## src/rtl/bnn_pe_pkg.sv

```systemverilog
// Shared types and constants for the binary-network processing elements.
// The default word/window sizes are also used by the activation line buffer.
package bnn_pe_pkg;

  localparam int PE_WORD_W    = 9;
  localparam int PE_MAX_BEATS = 16;

  typedef enum logic [1:0] {
    IDLE  = 2'd0,
    ACCUM = 2'd1,
    HOLD  = 2'd2
  } pe_state_e;

  function automatic int clog2(input int value);
    int result;
    result = 0;
    while ((1 << result) < value) result++;
    return result;
  endfunction

endpackage

```

## src/rtl/popcount_tree.sv

```systemverilog
// Combinational population count built as a balanced recursive adder tree.
// The count width is just wide enough to hold WIDTH.
module popcount_tree
  import bnn_pe_pkg::*;
#(
  parameter int WIDTH = PE_WORD_W
) (
  input  logic [WIDTH-1:0]          bits,
  output logic [clog2(WIDTH+1)-1:0] count
);

  localparam int OUT_W = clog2(WIDTH + 1);

  if (WIDTH == 1) begin : g_leaf
    assign count = bits;
  end else begin : g_split
    localparam int LO_W = WIDTH / 2;
    localparam int HI_W = WIDTH - LO_W;

    logic [clog2(LO_W+1)-1:0] lo_count;
    logic [clog2(HI_W+1)-1:0] hi_count;

    popcount_tree #(.WIDTH(LO_W)) u_lo (.bits(bits[LO_W-1:0]),     .count(lo_count));
    popcount_tree #(.WIDTH(HI_W)) u_hi (.bits(bits[WIDTH-1:LO_W]), .count(hi_count));

    assign count = OUT_W'(lo_count) + OUT_W'(hi_count);
  end

endmodule

```

## src/rtl/xnor_popcount_accum_pe.sv

```systemverilog
// Binary-convolution PE: XNOR each activation beat against a stored weight,
// popcount the unmasked bits and accumulate over a window of beats.
module xnor_popcount_accum_pe
  import bnn_pe_pkg::*;
#(
  parameter int WORD_W    = PE_WORD_W,
  parameter int MAX_BEATS = PE_MAX_BEATS,
  parameter int BEAT_W    = 4,
  parameter int ACC_W     = 8
) (
  input  logic              clk,
  input  logic              rst,
  input  logic              clear,
  input  logic [BEAT_W:0]   cfg_beats,
  input  logic [ACC_W-1:0]  cfg_thresh,
  input  logic              w_load,
  input  logic [BEAT_W-1:0] w_addr,
  input  logic [WORD_W-1:0] w_data,
  input  logic              in_valid,
  output logic              in_ready,
  input  logic [WORD_W-1:0] in_data,
  input  logic [WORD_W-1:0] in_mask,
  output logic              out_valid,
  input  logic              out_ready,
  output logic [ACC_W-1:0]  out_count,
  output logic              out_bit,
  output logic              busy,
  output logic              w_err
);

  localparam int PC_W = clog2(WORD_W + 1);
  localparam logic [BEAT_W:0] ONE_N = (BEAT_W+1)'(1);
  localparam logic [BEAT_W:0] MAX_N = (BEAT_W+1)'(MAX_BEATS);

  if ((2 ** ACC_W) <= WORD_W * MAX_BEATS) begin : g_acc_too_narrow
    $error("ACC_W cannot hold WORD_W*MAX_BEATS");
  end
  if ((2 ** BEAT_W) < MAX_BEATS) begin : g_beat_too_narrow
    $error("BEAT_W cannot index MAX_BEATS");
  end

  pe_state_e         state;
  logic [WORD_W-1:0] weights [MAX_BEATS];
  logic [BEAT_W-1:0] idx;
  logic [BEAT_W:0]   n_beats;
  logic [ACC_W-1:0]  acc;
  logic [ACC_W-1:0]  thresh;

  logic              beat_fire;
  logic              accept;
  logic              addr_ok;
  logic              w_ok;
  logic [BEAT_W-1:0] rd_idx;
  logic [WORD_W-1:0] match_bits;
  logic [PC_W-1:0]   pc;
  logic [ACC_W-1:0]  contrib;
  logic [ACC_W-1:0]  sum_acc;
  logic [BEAT_W:0]   idx_next;
  logic [BEAT_W:0]   cfg_n;

  assign in_ready  = (state != HOLD) | out_ready;
  assign busy      = (state != IDLE);
  assign beat_fire = in_valid & in_ready;
  // A beat that coincides with clear is dropped, but it still blocks a weight write.
  assign accept    = beat_fire & ~clear;

  if (MAX_BEATS < (1 << BEAT_W)) begin : g_addr_chk
    assign addr_ok = (w_addr < BEAT_W'(MAX_BEATS));
  end else begin : g_addr_full
    assign addr_ok = 1'b1;
  end

  assign w_ok = w_load & (state == IDLE) & ~beat_fire & addr_ok;

  // Outside ACCUM the incoming beat is always beat 0 of a new window.
  assign rd_idx     = (state == ACCUM) ? idx : '0;
  assign match_bits = ~(in_data ^ weights[rd_idx]) & in_mask;

  popcount_tree #(.WIDTH(WORD_W)) u_popcount (
    .bits  (match_bits),
    .count (pc)
  );

  assign contrib  = ACC_W'(pc);
  assign sum_acc  = acc + contrib;
  assign idx_next = {1'b0, idx} + ONE_N;

  always_comb begin
    cfg_n = cfg_beats;
    if (cfg_beats == '0) begin
      cfg_n = ONE_N;
    end else if (cfg_beats > MAX_N) begin
      cfg_n = MAX_N;
    end
  end

  always_ff @(posedge clk) begin
    if (!rst) begin
      state     <= IDLE;
      idx       <= '0;
      n_beats   <= ONE_N;
      acc       <= '0;
      thresh    <= '0;
      out_valid <= 1'b0;
      out_count <= '0;
      out_bit   <= 1'b0;
      w_err     <= 1'b0;
      for (int i = 0; i < MAX_BEATS; i++) begin
        weights[i] <= '0;
      end
    end else begin
      if (w_ok) begin
        weights[w_addr] <= w_data;
      end
      if (w_load && !w_ok) begin
        w_err <= 1'b1;
      end

      if (clear) begin
        state     <= IDLE;
        acc       <= '0;
        idx       <= '0;
        out_valid <= 1'b0;
      end else if (accept && state != ACCUM) begin
        n_beats <= cfg_n;
        thresh  <= cfg_thresh;
        acc     <= contrib;
        idx     <= BEAT_W'(1);
        if (cfg_n == ONE_N) begin
          state     <= HOLD;
          out_valid <= 1'b1;
          out_count <= contrib;
          out_bit   <= (contrib >= cfg_thresh);
        end else begin
          state     <= ACCUM;
          out_valid <= 1'b0;
        end
      end else if (state == ACCUM) begin
        if (accept) begin
          acc <= sum_acc;
          idx <= idx_next[BEAT_W-1:0];
          if (idx_next == n_beats) begin
            state     <= HOLD;
            out_valid <= 1'b1;
            out_count <= sum_acc;
            out_bit   <= (sum_acc >= thresh);
          end
        end
      end else if (state == HOLD && out_ready) begin
        state     <= IDLE;
        out_valid <= 1'b0;
      end
    end
  end

endmodule

```

## config.mk

```make
export PLATFORM = sky130hd
export DESIGN_NAME = xnor_popcount_accum_pe
export DESIGN_NICKNAME = d
export VERILOG_FILES = /design/src/rtl/bnn_pe_pkg.sv /design/src/rtl/popcount_tree.sv /design/src/rtl/xnor_popcount_accum_pe.sv
export SDC_FILE = /design/constraint.sdc
export NUM_CORES = 1
export LEC_CHECK = 0
export CORE_UTILIZATION = 60
export DETAILED_ROUTE_END_ITERATION = 6
export GPL_TIMING_DRIVEN = 0
export PLACE_DENSITY = 0.8
export SYNTH_ARGS = -nofsm -noshare
export SYNTH_HDL_FRONTEND = slang
export SYNTH_HIERARCHICAL = 1
export SYNTH_SLANG_ARGS = --single-unit
```

## constraint.sdc

```tcl
create_clock -name clk -period 8.05 [get_ports clk]
set_input_delay 1.2075 -clock clk [delete_from_list [all_inputs] [get_ports clk]]
set_output_delay 1.2075 -clock clk [all_outputs]
set_load 0.005 [all_outputs]
```

# Yosys cells after proc, flatten, opt, wreduce, memory -nomap -nowiden
# Memory sizes are Yosys's and may differ from the RTL's.
# Cells that the tools add are included.
# op_classes
n_addsub	10
order_cmp	3
n_eq_ne	9
mux	38
bitwise	11
n_reduce_logical	19
# ops
op	n
8-bit two-way mux	5
4-bit two-way mux	5
1-bit two-way mux	19
2-bit two-way mux	6
5-bit two-way mux	2
9-bit AND	1
9-bit two-way mux	1
9-bit inverter	1
9-bit OR reduction	1
9-bit bitwise XOR	1
1-bit by 1-bit adder with 2-bit output	4
8-bit by 4-bit adder with 8-bit output	1
4-bit by 8-bit greater-or-equal comparator with 1-bit output	1
8-bit greater-or-equal comparator	1
2-bit nonzero test	4
2-bit by 2-bit adder with 3-bit output	2
2-bit AND reduction	3
4-bit by 1-bit adder with 5-bit output (second input constant)	1
5-bit by 1-bit == test with 1-bit output (second input constant)	1
5-bit == test	1
5-bit > comparator (second input constant)	1
5-bit zero test	1
5-bit AND reduction	1
3-bit by 3-bit adder with 4-bit output	1
17 further kinds	25
# totals
regBits	38
ram_bits	144
inputBits	50
output_inout_bits	13
wordCells	102
memories	1
# memory_table
name	words	width	read_ports	rd_ports_with_merged_regs	wr	line	rtl
weights	16	9	1	0	16	xnor_popcount_accum_pe.sv:43	logic [WORD_W-1:0] weights [MAX_BEATS];

# Depth between registers and ports, before layout
# An unclocked memory read counts as a cell.
# logic_depth
depth_word	16
depth_mapped	29
ltp_nobuf	24

# Modules after synthesis
# The synthesis kept the hierarchy.
# modules_own_cells
module	n_inst	cells_per_inst	area_per_inst_um2	seq_area_each_um2
xnor_popcount_accum_pe	1	931	9947.0	5064.9
popcount_tree (u_popcount.g_split.u_hi ...)	2	7	51.3	0.0
popcount_tree (u_popcount)	1	12	95.1	0.0
popcount_tree (u_popcount.g_split.u_hi.g_split.u_hi.g_split.u_hi.g_split.u_hi ...)	9	1	7.5	0.0
popcount_tree (u_popcount.g_split.u_hi.g_split.u_hi.g_split.u_hi ...)	4	1	12.5	0.0
popcount_tree (u_popcount.g_split.u_hi.g_split.u_hi)	1	2	21.3	0.0

# Worst setup path before layout
# No wires, ideal clock.
# synth_path
path_kind	in2reg
startpoint	input port in_data[7]
endpoint	register out_bit
setup_time_ns	0.120
arrival_time_ns	5.761
required_ns	7.930
setup_slack_ns	2.169
path_stages	23
path_buffers	1
cell_sequence	nand2b_1 -> or4_1 -> nand4_1 -> buf_4 -> ha_1 -> ha_1 -> ha_1 -> inv_1 -> fa_1 -> inv_1 -> inv_1 -> fa_1 -> xnor2_1 -> ha_1 -> and3_1 -> a221oi_1 -> xnor2_1 -> ha_1 -> a21oi_1 -> o21ai_0 -> a21oi_1 -> and4b_1 -> a211o_1
# synth_between
elab_chain_len	13
elab_cells_between_ends	15
classes_between	5 x add/sub; 2 x order compare; 5 x mux; 3 x bitwise
# synth_rtl
item	line	rtl
start, declared	xnor_popcount_accum_pe.sv:21	input logic [WORD_W-1:0] in_data,
9-bit bitwise XOR	xnor_popcount_accum_pe.sv:77	assign match_bits = ~(in_data ^ weights[rd_idx]) & in_mask;
9-bit inverter	xnor_popcount_accum_pe.sv:77	
9-bit AND	xnor_popcount_accum_pe.sv:77	
via match_bits[7]	xnor_popcount_accum_pe.sv:54	logic [WORD_W-1:0] match_bits;
1-bit by 1-bit adder with 2-bit output	popcount_tree.sv:26	assign count = OUT_W'(lo_count) + OUT_W'(hi_count);
via u_popcount.g_split.u_hi.g_split.u_hi.g_split.hi_count[0]	popcount_tree.sv:21	logic [clog2(HI_W+1)-1:0] hi_count;
1-bit by 2-bit adder with 2-bit output	popcount_tree.sv:26	
via u_popcount.g_split.u_hi.g_split.hi_count[0]	popcount_tree.sv:21	
(+1 left out)	n/a	
via u_popcount.g_split.hi_count[1]	popcount_tree.sv:21	
(+1 left out)	n/a	
via pc[2]	xnor_popcount_accum_pe.sv:55	logic [PC_W-1:0] pc;
8-bit by 4-bit adder with 8-bit output	xnor_popcount_accum_pe.sv:85	assign sum_acc = acc + contrib;
via sum_acc[5]	xnor_popcount_accum_pe.sv:57	logic [ACC_W-1:0] sum_acc;
8-bit greater-or-equal comparator	xnor_popcount_accum_pe.sv:146	out_bit <= (sum_acc >= thresh);
1-bit two-way mux	xnor_popcount_accum_pe.sv:142	if (idx_next == n_beats) begin
1-bit two-way mux	xnor_popcount_accum_pe.sv:139	if (accept) begin
1-bit two-way mux	xnor_popcount_accum_pe.sv:138	end else if (state == ACCUM) begin
1-bit two-way mux	xnor_popcount_accum_pe.sv:124	end else if (accept && state != ACCUM) begin
end signal, assigned	xnor_popcount_accum_pe.sv:133	out_bit <= (contrib >= cfg_thresh);
end signal, assigned	xnor_popcount_accum_pe.sv:146	
end, declared	xnor_popcount_accum_pe.sv:26	output logic out_bit,
# The timed path passes the listed nets, and every way through them passes these cells. The select of a mux whose other input is x is not followed.
# A chain may end at the register's enable or synchronous reset.

# Worst setup path after layout
# layout_path
startpoint	register idx[0]
endpoint	register out_bit
# layout_between
elab_chain_len	15
elab_cells_between_ends	25
classes_between	10 x add/sub; 2 x order compare; 1 x eq/ne; 6 x mux; 3 x bitwise; 2 x reduce/logical; 1 x memory
# layout_rtl
item	line	rtl
start, declared	xnor_popcount_accum_pe.sv:44	logic [BEAT_W-1:0] idx;
start signal, assigned	xnor_popcount_accum_pe.sv:141	idx <= idx_next[BEAT_W-1:0];
4-bit two-way mux	xnor_popcount_accum_pe.sv:76	assign rd_idx = (state == ACCUM) ? idx : '0;
memory 16 x 9 bit	n/a	
9-bit bitwise XOR	xnor_popcount_accum_pe.sv:77	
9-bit inverter	xnor_popcount_accum_pe.sv:77	
9-bit AND	xnor_popcount_accum_pe.sv:77	
via match_bits[8]	xnor_popcount_accum_pe.sv:54	
1-bit by 1-bit adder with 2-bit output	popcount_tree.sv:26	
via u_popcount.g_split.u_hi.g_split.u_hi.g_split.hi_count[0]	popcount_tree.sv:21	
(+1 left out)	n/a	
via u_popcount.g_split.u_hi.g_split.hi_count[0]	popcount_tree.sv:21	
(+1 left out)	n/a	
via u_popcount.g_split.hi_count[1]	popcount_tree.sv:21	
(+1 left out)	n/a	
via pc[2]	xnor_popcount_accum_pe.sv:55	
8-bit by 4-bit adder with 8-bit output	xnor_popcount_accum_pe.sv:85	
via sum_acc[5]	xnor_popcount_accum_pe.sv:57	
8-bit greater-or-equal comparator	xnor_popcount_accum_pe.sv:146	
1-bit two-way mux	xnor_popcount_accum_pe.sv:142	
1-bit two-way mux	xnor_popcount_accum_pe.sv:139	
1-bit two-way mux	xnor_popcount_accum_pe.sv:138	
1-bit two-way mux	xnor_popcount_accum_pe.sv:124	
# The timed path passes the listed nets, and every way through them passes these cells. The select of a mux whose other input is x is not followed.

==> run_results.csv <==
group,metric,value,unit
synth,ys_top_cells_by_count,"147 x sky130_fd_sc_hd__and2_1, 144 x sky130_fd_sc_hd__edfxtp_1, 64 x sky130_fd_sc_hd__nand2_1",
sta,relSlewSlack,9.45,%
drt,drtPass1Iterations,5,
die,core_area,16600,um^2
clocking,clock-sinks,181,
drt,route.detailed.wl_per_inst,20.8,um
critical_path,cp_data_arrival_time,7380,ps
die,die_width,133,um
drt,total_number_of_vias,7882,
synth,avg_synthesized_cell_area,10.6,um^2
die,top_level_ports,63,
cells_and_area,antenna_cells_inserted,0,
synth,yosys_register_bits,181,
synth,dominantRegCellSynth,"sky130_fd_sc_hd__edfxtp_1",
sta,setup_tns,0,ps
critical_path,critical_path.reg2reg.startpoint,"idx[0]",
cells_and_area,syn2layout_area_growth,14.3,%
power_and_ir_drop,pwr_density_cell,190,nW/um^2
synth,post_synth_xor_area_fraction,0.937,%
grt,grt_pass1_wl,41.1,mm
critical_path,timing.critical_path.mode_cell,"sky130_fd_sc_hd__ha_1",
cells_and_area,final_util,70.7,%
critical_path,reg2reg_depth,26,
cells_and_area,nets,1134,
die,floorplan.initialDensity,61.8,%
critical_path,timing_worst_setup_path_type,"reg2reg",
sta,postLayoutSetupSlackWorst,1000,ps
clocking,post_cts.resized_instances,0,
drt,ant_nets,0,
synth,synthDominantAreaCellType,"sky130_fd_sc_hd__edfxtp_1",
critical_path,critical_path_buffer_and_inverter_count,6,
flow_run,timing.max_cap.violations,0,
power_and_ir_drop,power.total,2.23,mW
sta,timing.fmax,142,MHz
synth,number_of_enable_type_register_cells_in_the_synthesized_netlist,144,
place,place.gp.congestion,1.00,
sta,report.final.setup_viol,0,
clocking,cts_post_setup_buffers_inserted,0,
critical_path,path_delay_family,"adder cells",
clocking,cts_buffer_depth,2,
clocking,clk_pin_slew_worst_paths,70,ps
clocking,tritoncts,"done",
clocking,cts_made_buffers,17,
hold_path,timing.hold.worst.start,"thresh[4]",
grt,number_of_antenna_violations_at_the_first_check_in_global_routing,2,
place,detailed_place_hpwl,19.7,mm
sta,final_min_period_over_clock_period,87.6,%
sta,timing.final.crit_period,7050,ps
hold_path,hold-path-cell-count,2,
drt,routed_wl,26.8,mm
run_status,outcome,"complete, no violations",
drt,violation_count_after_the_first_detailed_route_iteration,879,
synth,netlist_top_cells_area,"sky130_fd_sc_hd__edfxtp_1 42%, sky130_fd_sc_hd__and2_1 8.9%, sky130_fd_sc_hd__dfxtp_1 7.2%, sky130_fd_sc_hd__mux2i_1 4.1%, sky130_fd_sc_hd__nand2b_1 3.5%",
synth,synth-simple-area-share,23.9,%
clocking,htree_num_levels,4,
drt,via_to_cell_ratio,6.13,
die,die_h,133,um
sta,final_hold_viol_count,0,
power_and_ir_drop,maximum_vdd_ir_drop,0.000161,V
clocking,post_cts_hold_buffer_count,0,
grt,pin_count_of_the_biggest_net_entering_global_routing,18,
critical_path,critical_path.reg2reg.endpoint,"out_bit",
sta,worstMarginPinSlew,1340,ps
synth,asr_flop_ratio_synth,0,%
sta,fin_worst_hold_slack,456,ps
sta,drv_slew,0,
power_and_ir_drop,leakage,4.31,nW
synth,fraction_of_the_mapped_netlist_area_in_compound_gates,12.4,%
critical_path,required,8380,ps
grt,via_count_of_the_first_global_routing_pass,7577,
hold_path,hold_path.class,"reg2reg",
place,io_buffers,59,
place,post_placement_setup_slack,962,ps
sta,rsz0062_at_grt,"false",
hold_path,min_to,"thresh[4]",
critical_path,worstPathMaxFanout,10,
synth,combinational_family_with_the_most_area_after_synthesis,"simple AND/OR/NAND/NOR gates",
die,design.die.area,17700,um^2
critical_path,rrSetupSlack,1000,ps
synth,post_synth_inst_count,972,
synth,synthesis.area,10300,um^2
critical_path,critical-path-max-stage-delay,510,ps
synth,synth-adder-area-share,4.06,%
cells_and_area,fraction_of_final_layout_cells_sized_beyond_drive_strength_1,10.6,%
synth,synth_warn,6,
critical_path,cpMaxStageDelayCell,"sky130_fd_sc_hd__a221oi_1",
synth,syn-num-nets,1053,
synth,ys_types,71,
grt,grt-ovfl-total,0,
grt,global_route.usage.total,31.3,%
clocking,worstSkewPairLatency,440,ps
synth,synth.most_common_cell,"sky130_fd_sc_hd__and2_1",
drt,drc,0,
synth,sequential_area_share_after_synthesis,49.3,%
die,core.rowCount,47,
synth,post_synth_mux_area_share,4.34,%
synth,synth_top_area_share,42.0,%
critical_path,cp-end-kind,"flop",
sta,timing.clock.skew,10.4,ps
critical_path,element_type_at_the_critical_path_start,"flop",
clocking,cts-root-buf,"sky130_fd_sc_hd__clkbuf_16",
==> layout by cell type, fill, tap and decap left out, types with 12 or more instances in the layout <==
cell type / instances
sky130_fd_sc_hd__inv_1: 28
sky130_fd_sc_hd__clkbuf_1: 23
sky130_fd_sc_hd__buf_6: 12
sky130_fd_sc_hd__edfxtp_1: 144
sky130_fd_sc_hd__a21oi_1: 44
sky130_fd_sc_hd__nor2_1: 51
sky130_fd_sc_hd__clkbuf_16: 17
sky130_fd_sc_hd__mux2i_1: 42
sky130_fd_sc_hd__and2_1: 147
sky130_fd_sc_hd__o21ai_0: 42
sky130_fd_sc_hd__a22oi_1: 12
sky130_fd_sc_hd__or4_1: 20
sky130_fd_sc_hd__a221oi_1: 19
sky130_fd_sc_hd__nand2_1: 64
sky130_fd_sc_hd__nand2b_1: 57
sky130_fd_sc_hd__ha_1: 27
sky130_fd_sc_hd__o22ai_1: 36
sky130_fd_sc_hd__clkdlybuf4s50_1: 59
sky130_fd_sc_hd__buf_2: 22
sky130_fd_sc_hd__dfxtp_1: 37
sky130_fd_sc_hd__buf_4: 12
==> tightest hold or removal path, cell delays in order (launching register included) <==
cell and delay [ps]:
sky130_fd_sc_hd__dfxtp_1 310, sky130_fd_sc_hd__nand2_1 50, sky130_fd_sc_hd__a21oi_1 50
==> report_power, final <==
| group | leakage [nW] | internal [mW] | total (mW) | switching [mW] |
|---|---|---|---|---|
| Sequential | 1.76 | 1.04 | 1.06 | 0.0135 |
| Clock | 0.284 | 0.466 | 0.846 | 0.380 |
| Combinational | 2.27 | 0.133 | 0.328 | 0.195 |
==> how the worst max path moves through the flow <==
stage                     from       to  slack, ps  cells after the start
floorplan           in_data[7]  out_bit       2170                     23
global placement    in_data[7]  out_bit       1050                     24
detailed placement  in_data[7]  out_bit        960                     24
CTS                     idx[0]  out_bit       1030                     27
global route            idx[0]  out_bit        670                     27
finish                  idx[0]  out_bit       1000                     26
==> kinds of logic (layout without fill, tap and decap cells) <==
family          after synthesis  in the layout
xor+xnor                     11             11
fa+ha+maj                    31             31
flops                       181            181
mux                          44             44
simple gates                410            410
buf+inv                      98            192
compound gates              197            197
==> registers in the layout (all words and copies together) (netlist names) <==
register and cells:
n_beats 5, out_bit 1, thresh 8, out_count 8, idx 4, weights 144, out_valid 1, w_err 1
state 1, acc 8
==> final cells by class <==
cell class	instances	area [um^2]
sequential	181	5060
clock buffer	17	425
buffer	69	419
fill	1249	4880
multi-input combinational	693	4690
timing repair buffer	62	606
inverter	29	109
clock inverter	15	169
tap	220	275
==> routing by layer <==
layer	part of all wire, %	wire length (um)	vias to the layer above	track usage, %
li1	-	-	3657	-
met1	40	10700	3744	40.6
met2	47	12500	401	50.9
met3	9.6	2580	80	6.93
met4	3.6	952	0	12.9
met5	0	0	-	0
==> per-stage QoR <==
| stage | std cells | instance area (um^2) |
|---|---|---|
| after global routing | 1286 | 11800 |
| final | 1286 | 11800 |
| after global placement | 1251 | 11100 |
| after detailed placement | 1251 | 11100 |
| after floorplan | 972 | 10300 |
| after CTS | 1283 | 11700 |
No activity file was read; power rests on OpenSTA's default activity.
